`src/rtl/adder_pipe_stage.sv`:
```
// adder_pipe_stage: two-stage valid/ready registered signed adder with carry, overflow and saturating overflow counter
module adder_pipe_stage #(
  parameter int WIDTH = 32,
  parameter int CNT_W = 8
) (
  input  logic             clk,
  input  logic             rst,
  input  logic             in_valid_i,
  output logic             in_ready_o,
  input  logic [WIDTH-1:0] add1_i,
  input  logic [WIDTH-1:0] add2_i,
  output logic             out_valid_o,
  input  logic             out_ready_i,
  output logic [WIDTH-1:0] sum_o,
  output logic             carry_o,
  output logic             overflow_o,
  output logic [CNT_W-1:0] ovf_count_o,
  input  logic             clr_count_i
);
  logic             s1_valid;
  logic [WIDTH-1:0] a_q, b_q;
  logic [WIDTH:0]   sum_w;
  logic             s2_free, in_xfer, out_xfer, ovf_w;
  always_comb begin
    s2_free    = !out_valid_o | out_ready_i;
    in_ready_o = !s1_valid | s2_free;
    in_xfer    = in_valid_i & in_ready_o;
    out_xfer   = out_valid_o & out_ready_i;
    sum_w      = {1'b0, a_q} + {1'b0, b_q};
    ovf_w      = (a_q[WIDTH-1] == b_q[WIDTH-1]) & (sum_w[WIDTH-1] != a_q[WIDTH-1]);
  end
  always_ff @(posedge clk or posedge rst) begin
    if (rst) begin
      s1_valid    <= 1'b0;
      a_q         <= '0;
      b_q         <= '0;
      out_valid_o <= 1'b0;
      sum_o       <= '0;
      carry_o     <= 1'b0;
      overflow_o  <= 1'b0;
      ovf_count_o <= '0;
    end else begin
      if (in_xfer) begin
        a_q <= add1_i;
        b_q <= add2_i;
      end
      s1_valid <= in_xfer | (s1_valid & !s2_free);
      if (s2_free) out_valid_o <= s1_valid;
      if (s2_free & s1_valid) begin
        {carry_o, sum_o} <= sum_w;
        overflow_o       <= ovf_w;
      end
      ovf_count_o <= clr_count_i ? '0 :
                     (out_xfer & overflow_o & ~&ovf_count_o) ? ovf_count_o + CNT_W'(1) : ovf_count_o;
    end
  end
endmodule

```
`config.mk`:
```
export PLATFORM = sky130hd
export DESIGN_NAME = adder_pipe_stage
export DESIGN_NICKNAME = d
export VERILOG_FILES = /design/src/rtl/adder_pipe_stage.sv
export SDC_FILE = /design/constraint.sdc
export NUM_CORES = 1
export LEC_CHECK = 0
export CORE_UTILIZATION = 53
export CTS_CLUSTER_SIZE = 40
export DETAILED_ROUTE_END_ITERATION = 12
export PLACE_DENSITY = 0.81
export SYNTH_ARGS = -nofsm -noshare
export SYNTH_HDL_FRONTEND = slang
export SYNTH_SLANG_ARGS = --single-unit
```
`constraint.sdc`:
```
create_clock -name clk -period 5.2 [get_ports clk]
set_clock_uncertainty 0.15 [all_clocks]
set_input_delay 1.04 -clock clk [delete_from_list [all_inputs] [get_ports clk]]
set_output_delay 1.04 -clock clk [all_outputs]
set_load 0.03 [all_outputs]
```
==> results of run 1 <==
==> layout by cell type (no fill, tap or decap), types with 3 or more instances in the layout <==
master	instances
clkdlybuf4s50_1	112
dfrtp_1	108
mux2_2	64
nand2_1	61
o21ai_0	36
a21oi_1	34
ha_1	33
nor2_1	21
xor2_1	16
a21o_1	16
xnor2_1	12
nand4_1	11
nand3_1	10
clkbuf_8	10
o21a_1	9
inv_1	7
o211ai_1	7
and3_1	6
nor3_1	5
nand2b_1	4
and2_1	4
o21bai_1	4
a211oi_1	4
a31oi_1	4
clkbuf_1	4
o21ai_2	3
a21o_2	3
o31ai_1	3
==> metrics by stage <==
stage	worst slack, ns	hold slack, ns	instances
2_1_floorplan	1.16	0.321	554
3_3_place_gp	1.63	0.319	784
3_5_place_dp	1.62	0.324	784
4_1_cts	1.61	0.345	800
5_1_grt	1.55	0.372	800
6_report	1.61	0.342	800
==> worst max-delay path: stages <==
cell and delay, ns:
clkdlybuf4s50_1 0.50, nand3b_1 0.17, clkdlybuf4s50_1 0.69
==> cells in the mapped netlist (2+ instances only) <==
| cell type | count |
|---|---|
| a211oi_1 | 4 |
| a21o_1 | 16 |
| a21o_2 | 3 |
| a21oi_1 | 34 |
| a21oi_2 | 2 |
| a31oi_1 | 4 |
| and2_1 | 4 |
| and3_1 | 6 |
| buf_6 | 2 |
| clkbuf_1 | 16 |
| dfrtp_1 | 108 |
| ha_1 | 33 |
| inv_1 | 8 |
| mux2_2 | 64 |
| mux2i_1 | 2 |
| nand2_1 | 63 |
| nand2b_1 | 4 |
| nand3_1 | 10 |
| nand4_1 | 11 |
| nand4b_1 | 2 |
| nor2_1 | 21 |
| nor3_1 | 5 |
| o2111a_1 | 2 |
| o2111ai_1 | 2 |
| o211ai_1 | 7 |
| o21a_1 | 9 |
| o21ai_0 | 36 |
| o21ai_1 | 2 |
| o21ai_2 | 3 |
| o21bai_1 | 4 |
| o31ai_1 | 3 |
| or2b_2 | 2 |
| or3_1 | 2 |
| xnor2_1 | 12 |
| xor2_1 | 16 |
==> worst max path at each step <==
stage	end	slack [ns]
floorplan	a_q[0]	1.16
global placement	in_ready_o	1.63
detailed placement	in_ready_o	1.62
CTS	in_ready_o	1.61
global route	in_ready_o	1.55
finish	in_ready_o	1.61
==> power groups by stage <==
stage | combinational, mW | sequential (mW) | clock (mW)
2_1_floorplan | 0.797 | 1.40 | 0
3_3_place_gp | 1.47 | 1.18 | 0
3_5_place_dp | 1.52 | 1.19 | 0
4_1_cts | 1.52 | 1.17 | 0.468
5_1_grt | 1.65 | 1.19 | 0.506
6_report | 1.52 | 1.17 | 0.461
==> metal layers <==
metal / GRT usage [%] / vias to the layer above
li1: - / 2222
met1: 31.5 / 2335
met2: 39.4 / 147
met3: 4.40 / 31
met4: 11.4 / 0
met5: 0 / -
==> layout make-up <==
class / count / area, µm²
Clock buffer: 14 / 153
Timing Repair Buffer: 114 / 1140
Inverter: 8 / 32.5
Sequential cell: 108 / 2700
Tap cell: 140 / 175
Clock inverter: 2 / 10.0
Multi-Input combinational cell: 414 / 3090
Fill cell: 871 / 3590
==> logic make-up (layout without fill, tap and decap cells) <==
kind of cell	count (synthesis)	in the layout
DFF	108	108
buffers and inverters	32	138
adders and majority gates	34	34
and+or+nand+nor	137	137
AOI/OAI and AO/OA	149	149
xor gates and xnor gates	28	28
muxes	66	66
==> sequential cells by signal, summed over array words and instances (netlist names) <==
name,cells
a_q,32
b_q,32
carry_o,1
out_valid_o,1
overflow_o,1
ovf_count_o,8
s1_valid,1
sum_o,32
==> run_results.csv, run 1 <==
group,metric,value,unit
clocking,root_buffer,"clkbuf_8",
setup_path,path_max_fanout,3,
run,cap_viol_max_count,0,
power,switchingPower,1.28,mW
logic_synthesis,synth-seq-cells,108,
logic_synthesis,synth-edff-count,0,
logic_synthesis,netlist-cell-type-count,67,
global_route,grt_start_max_net_pins,82,
floorplan,die_area,0.0117,mm²
outcome,status,"finished, final reports clean",
setup_path,cp-start-kind,"input pin",
timing,hold_violations,0,
logic_synthesis,synth_top_family_by_area,"compound AO/OA/AOI/OAI gates",
clocking,postCtsResizedCells,0,
floorplan,core_area,0.0109,mm²
placed_design,dp_hpwl,10100,µm
worst_hold_path,holdCritStartpoint,"sum_o[26]",
setup_path,reg2reg_depth,9,
global_route,grt.total_usage,24.3,%
setup_path,setup.worst_path.start,"out_ready_i",
logic_synthesis,synth_adder_area_share,7.25,%
routing,drt_first_pass_iters,5,
logic_synthesis,synth_compound_area_share,16.9,%
power,leakagePower,3.14,nW
timing,period_minus_slack,3.59,ns
power,max-vdd-ir-drop,243,µV
setup_path,r2r_slack,2.04,ns
placed_design,dpl_cell_area,0.00714,mm²
power,power_frac_comb,48.2,%
logic_synthesis,yosysTopAreaCell,"dfrtp_1",
logic_synthesis,synth_area_per_cell,10.8,µm²
clocking,clk_pin_slew,0.09,ns
logic_synthesis,synth_mux_area_share,12.4,%
final_layout,drive_above_1_share,15.0,%
floorplan,die_h,108,µm
power,intPower,1.88,mW
logic_synthesis,synthSimpleGateAreaFrac,11.0,%
clocking,h-tree-depth,3,
logic_synthesis,synthArstFlopShare,100,%
clocking,clock_path_buffers,2,
logic_synthesis,syn_inst,554,
setup_path,worst_ep_required_time,4.01,ns
timing,rsz0062_at_grt,"no",
global_route,grt_first_pass_wirelength,22100,µm
power,p_clk_share,14.6,%
logic_synthesis,yosysSeqAreaShare,45.2,%
logic_synthesis,synth_area,0.00597,mm²
final_layout,final_util,67.0,%
setup_path,worstSetupEndpointType,"primary output",
routing,drt-vias-per-instance,5.92,
final_layout,diodes,0,
timing,finalMaxSlewViolations,0,
worst_hold_path,min_to,"sum_o[26]",
timing,setup_viol,0,
floorplan,row_count,38,
routing,via_count,4735,
global_route,antenna_found_initial,0,
setup_path,reg2reg_from,"a_q[0]",
final_layout,stdcell_area,0.00730,mm²
routing,m1WireLength,5840,µm
worst_hold_path,min_delay_path_depth,2,
clocking,post-cts-setup-buffers,0,
routing,drt-initial-drc-count,250,
clocking,ctsHoldBuffers,0,
routing,routed.top_layer,"met4",
power,p_per_area,433,mW/mm²
logic_synthesis,ys.flop_type,"dfrtp_1",
routing,wl,13400,µm
timing,timing.fmax,0.278,GHz
floorplan,pin_count,113,
logic_synthesis,syn_nets,657,
logic_synthesis,yosys_warnings,0,
clocking,cts_num_sinks,108,
setup_path,criticalPathCategory,"input pin to primary output",
setup_path,r2r-end,"sum_o[26]",
clocking,clock_latency,0.38,ns
logic_synthesis,synth-xor-area-share,4.10,%
power,switching_share,40.4,%
placed_design,port_buffers,112,
timing,fin_tns_setup,0,ns
global_route,grt_pass1_vias,4695,
routing,wl_met2,6530,µm
final_layout,fin_nets,758,
timing,worstMarginPinSlew,1.16,ns
placed_design,gp_congestion,0.892,
routing,wl_per_cell,16.7,µm
floorplan,start_util,54.9,%
logic_synthesis,yosys.area.top_type_share,45.2,%
clocking,cts_tree,"done",
worst_hold_path,holdCritPathClass,"flip-flop to flip-flop",
power,power_frac_seq,37.1,%
routing,wl_met3,670,µm
logic_synthesis,synth.area.top_cells,"dfrtp_1 45%, mux2_2 12%, ha_1 6.9%",
global_route,grt-ovfl-total,0,
setup_path,worstPathArrival,2.40,ns
timing,slew_headroom,22.5,%
clocking,numCtsBuffers,9,
routing,drc,0,
routing,ant_nets,0,
timing,min_period_over_period,69.1,%
power,power,3.16,mW
floorplan,die_w,108,µm
final_layout,area_delta_synth_final,22.2,%
Power figures use the tool's default switching activity.
==> inputs of run 2 (changes only) <==
Settings changed: CORE_UTILIZATION 53 to 48, PLACE_DENSITY 0.81 to 0.77.
Clock period 5.2 ns to 3.1 ns, I/O delays scaled along.
==> run 2 against run 1 <==
Flip-flop and latch count unchanged. Via count decreased by 2.4%. Core utilization decreased by 4.6 points. Die area increased by 10%. Worst hold slack got worse by 0.012 ns. Largest power group unchanged. Highest routed layer unchanged.
==> run_results.csv, run 2 (same netlist as run 1, synthesis figures left out) <==
group,metric,value,unit
outcome,status,"finished, final reports clean",
global_route,grt_pass1_vias,4718,
final_layout,fin_nets,762,
global_route,grt_start_max_net_pins,109,
floorplan,start_util,49.5,%
power,power_frac_seq,34.4,%
placed_design,port_buffers,112,
power,max-vdd-ir-drop,410,µV
timing,finalMaxSlewViolations,0,
final_layout,final_common_cell,"clkdlybuf4s50_1",
timing,period_minus_slack,2.80,ns
routing,drc,0,
global_route,grt_first_pass_wirelength,22900,µm
floorplan,pin_count,113,
clocking,clk_pin_slew,0.07,ns
clocking,postCtsResizedCells,0,
routing,ant_nets,0,
clocking,clock_path_buffers,2,
routing,wl,13600,µm
timing,timing.fmax,0.357,GHz
setup_path,crit_chain,"ha_1, fa_1, a211oi_1, o21ai_1, a211oi_1, buf_4, o31ai_2, a31oi_1, xor2_1, o21ai_0",
final_layout,final_util,62.4,%
floorplan,die_w,114,µm
final_layout,n_fill_cell,1028,
timing,setup_viol,0,
floorplan,die_area,0.0129,mm²
clocking,ctsHoldBuffers,0,
timing,hold_violations,0,
floorplan,core_area,0.0121,mm²
setup_path,criticalPathCategory,"flip-flop to flip-flop",
setup_path,worst_ep_required_time,3.17,ns
setup_path,worstPathArrival,2.87,ns
clocking,numCtsBuffers,9,
final_layout,drive_above_1_share,16.0,%
global_route,grt-ovfl-total,0,
final_layout,regArea,0.00270,mm²
placed_design,dp_slack,0.294,ns
placed_design,gp_congestion,0.881,
clocking,clock_latency,0.36,ns
power,p_per_area,757,mW/mm²
global_route,grt.total_usage,22.5,%
power,power_frac_comb,45.3,%
timing,fin_ws,0.301,ns
clocking,cts_tree,"done",
final_layout,reg_top3,"a_q (32), b_q (32), sum_o (32)",
final_layout,final_cell_mix,"112 x clkdlybuf4s50_1, 108 x dfrtp_1, 64 x mux2_2",
setup_path,cpMostUsedCell,"a211oi_1",
floorplan,die_h,114,µm
clocking,h-tree-depth,3,
power,leakagePower,3.22,nW
routing,drt-initial-drc-count,272,
routing,drt_first_pass_iters,5,
power,switching_share,38.7,%
timing,hold_ws,0.330,ns
setup_path,cp_slowest_stage_delay,0.43,ns
power,switchingPower,2.21,mW
setup_path,cp-start-kind,"flip-flop",
routing,drt-vias-per-instance,5.56,
setup_path,worstSetupEndpointType,"flip-flop",
final_layout,area_delta_synth_final,26.0,%
setup_path,cp_num_buf_inv,1,
setup_path,path_max_fanout,5,
timing,min_period_over_period,90.3,%
final_layout,multi_input_area,0.00309,mm²
run,cap_viol_max_count,0,
clocking,post-cts-setup-buffers,0,
global_route,antenna_found_initial,0,
setup_path,path_delay_family,"compound AO/OA/AOI/OAI gates",
routing,via_count,4623,
final_layout,diodes,0,
setup_path,crit_slowest_cell,"fa_1",
clocking,cts_num_sinks,108,
timing,fin_tns_setup,0,ns
placed_design,dp_hpwl,10100,µm
routing,wl_per_cell,16.4,µm
timing,worstMarginPinSlew,0.613,ns
floorplan,row_count,40,
clocking,root_buffer,"clkbuf_16",
power,intPower,3.49,mW
timing,slew_headroom,59.1,%
timing,rsz0062_at_grt,"no",
power,p_clk_share,20.4,%
worst_hold_path,holdCritPathClass,"flip-flop to flip-flop",
## run 2: per-layer routing
| layer | share of wire [%] | global-route usage [%] |
|---|---|---|
| met4 | 1.5 | 6.49 |
| met3 | 5.1 | 5.90 |
| met5 | 0 | 0 |
| met1 | 45 | 28.9 |
| met2 | 49 | 37.6 |
## run 2: area by class of cell
cell class | count | share of cell area (%)
Clock buffer | 10 | 3.04
Clock inverter | 6 | 0.947
Inverter | 8 | 0.449
Multi-Input combinational cell | 414 | 41.1
Sequential cell | 108 | 35.9
Tap cell | 168 | 2.79
Timing Repair Buffer | 118 | 15.8
## run 2: per-stage QoR
step	power (mW)	area [µm²]	cells
3_5_place_dp	4.56	7230	816
2_1_floorplan	3.69	5980	554
4_1_cts	5.75	7530	832
3_3_place_gp	4.50	7230	816
5_1_grt	6.04	7530	832
6_report	5.70	7530	832
## run 2: worst register-to-register path: stages, from the launching register on
cell and delay [ns]:
dfrtp_1 0.38, ha_1 0.23, fa_1 0.43, a211oi_1 0.33, o21ai_1 0.20, a211oi_1 0.30
buf_4 0.17, o31ai_2 0.07, a31oi_1 0.17, xor2_1 0.15, o21ai_0 0.09
## run 2: power groups by stage
| stage | clock network, mW | registers, mW | logic (mW) |
|---|---|---|---|
| floorplan | 0 | 2.35 | 1.34 |
| global placement | 0 | 1.98 | 2.53 |
| detailed placement | 0 | 1.98 | 2.57 |
| CTS | 1.20 | 1.96 | 2.59 |
| global route | 1.26 | 2.00 | 2.79 |
| finish | 1.16 | 1.96 | 2.58 |
## run 2: final timing paths
path                             end  startpoint  slack, ns  cells after the start
min                        sum_o[13]   sum_o[13]       0.33                      2
max in group asynchronous    a_q[11]         rst       1.71                      3
max                        sum_o[26]      a_q[0]       0.30                     10
max reg2reg                sum_o[26]      a_q[0]       0.30                     10
min reg2reg                sum_o[13]   sum_o[13]       0.33                      2
min in group asynchronous    b_q[19]         rst       0.59                      3
==> inputs of run 3 (changes only) <==
Settings changed: ABC_CLOCK_PERIOD_IN_PS set to 2500.
Clock period 3.1 ns to 2.5 ns, I/O delays scaled along.
==> run 3 against run 2 <==
Flip-flop and latch count did not move. Final area is 5.2% higher. Maximum frequency increased by 13%. Critical path depth did not move. Die area did not move. Combinational power rose by 36%. Clock power is 26% higher. Via count increased by 4.6%. Highest routed layer unchanged. Register-to-register slack worse by 0.27 ns.
==> run_results.csv, run 3 (same netlist as run 1, synthesis figures left out) <==
group,metric,value,unit
timing,hold_violations,0,
floorplan,pin_count,113,
power,max-vdd-ir-drop,609,µV
floorplan,start_util,49.5,%
global_route,grt.total_usage,23.5,%
global_route,antenna_found_initial,0,
setup_path,cp-start-kind,"flip-flop",
timing,setup_viol,0,
final_layout,diodes,0,
timing,rsz0062_at_grt,"yes",
global_route,grt-ovfl-total,0,
global_route,grtUsageMet3,3.51,%
placed_design,port_buffers,112,
timing,hold_ws,0.333,ns
global_route,grt_first_pass_wirelength,23800,µm
final_layout,n_fill_cell,914,
routing,drc,0,
routing,drt_first_pass_iters,4,
timing,period_minus_slack,2.47,ns
timing,worstMarginPinSlew,0.578,ns
power,leakagePower,3.36,nW
timing,fin_tns_setup,0,ns
run,cap_viol_max_count,0,
final_layout,final_cell_mix,"111 x clkdlybuf4s50_1, 108 x dfrtp_1, 64 x mux2_2",
setup_path,criticalPathCategory,"flip-flop to flip-flop",
clocking,cts_num_sinks,108,
final_layout,drive_above_1_share,23.6,%
clocking,cts_tree,"done",
final_layout,final_common_cell,"clkdlybuf4s50_1",
clocking,ctsHoldBuffers,0,
floorplan,die_h,114,µm
routing,wl_per_cell,17.0,µm
routing,wl,14500,µm
worst_hold_path,min_delay_path_depth,2,
global_route,grt_start_max_net_pins,44,
routing,via_count,4834,
timing,timing.fmax,0.405,GHz
floorplan,row_count,40,
placed_design,dp_hpwl,10800,µm
setup_path,worstSetupEndpointType,"flip-flop",
timing,slew_headroom,61.4,%
clocking,clock_path_buffers,2,
routing,drt-initial-drc-count,245,
floorplan,die_area,0.0129,mm²
timing,finalMaxSlewViolations,0,
worst_hold_path,holdCritPathClass,"flip-flop to flip-flop",
setup_path,reg2reg_depth,10,
placed_design,gp_congestion,0.901,
setup_path,worstPathArrival,2.56,ns
final_layout,area_delta_synth_final,32.6,%
routing,drt-vias-per-instance,5.65,
clocking,clock_latency,0.36,ns
final_layout,fin_nets,786,
setup_path,worst_ep_required_time,2.58,ns
final_layout,reg_top3,"a_q (32), b_q (32), sum_o (32)",
clocking,numCtsBuffers,9,
timing,min_period_over_period,98.9,%
global_route,use_met2,38.3,%
clocking,root_buffer,"clkbuf_16",
setup_path,path_max_fanout,3,
clocking,clk_pin_slew,0.07,ns
outcome,status,"finished, final reports clean",
floorplan,die_w,114,µm
global_route,grt_busiest_layer,"met2",
global_route,grt_pass1_vias,4959,
power,p_per_area,941,mW/mm²
clocking,h-tree-depth,3,
global_route,use_met1,30.6,%
routing,ant_nets,0,
floorplan,core_area,0.0121,mm²
## run 3: timing repair
action                     in CTS  in global routing
setup buffers                   0                  3
setup endpoints to repair      12                 19
gates resized for setup         6                 36
pin swaps                       3                 17
## run 3: worst paths after layout
kind	start	end	slack [ns]
setup / recovery	a_q[0]	sum_o[10]	0.03
hold / removal	sum_o[11]	sum_o[11]	0.33
setup reg to reg	a_q[0]	sum_o[10]	0.03
hold reg to reg	sum_o[11]	sum_o[11]	0.33
max in group asynchronous	rst	out_valid_o	1.18
min in group asynchronous	rst	a_q[16]	0.41
## run 3: area by class of cell
class / instances / area [µm²] / share of cell area (%)
clock buffers: 11 / 253 / 3.19
clock inverters: 4 / 48.8 / 0.616
inverters: 8 / 33.8 / 0.426
multi-input cells: 414 / 3280 / 41.4
flip-flops and latches: 108 / 2700 / 34.1
well taps: 168 / 210 / 2.65
repair buffers: 142 / 1390 / 17.6
## run 3: worst max-delay path: stages, from the launching register on
cell and delay [ns]:
dfrtp_1 0.39, ha_2 0.20, fa_2 0.37, a211oi_4 0.24, o21ai_2 0.12, buf_4 0.16
o211ai_1 0.23, nand2b_1 0.11, a21oi_2 0.14, xor2_1 0.16, o21ai_1 0.07
## run 3: metal layers
| metal | vias to the layer above | wire (µm) |
|---|---|---|
| li1 | 2270 | - |
| met1 | 2373 | 6310 |
| met5 | - | 0 |
| met2 | 155 | 7000 |
| met4 | 0 | 516 |
| met3 | 36 | 694 |
## run 3: metrics by stage
stage | power (mW) | cells | worst slack (ns) | util, % | cell area, µm²
2_1_floorplan | 4.58 | 554 | 0.0264 | - | 5980
3_3_place_gp | 5.71 | 837 | -0.118 | 61.5 | 7410
3_5_place_dp | 5.79 | 837 | -0.158 | 61.5 | 7410
4_1_cts | 7.29 | 852 | 0.000832 | 64.2 | 7750
5_1_grt | 7.86 | 855 | -0.0782 | 65.7 | 7920
6_report | 7.45 | 855 | 0.0286 | 65.7 | 7920
## run 3: power by group
group	switching (mW)	leakage [nW]	total, mW	internal, mW
sequential	0.305	1.30	2.47	2.16
clock	0.635	0.151	1.46	0.825
combinational	1.93	1.91	3.52	1.60
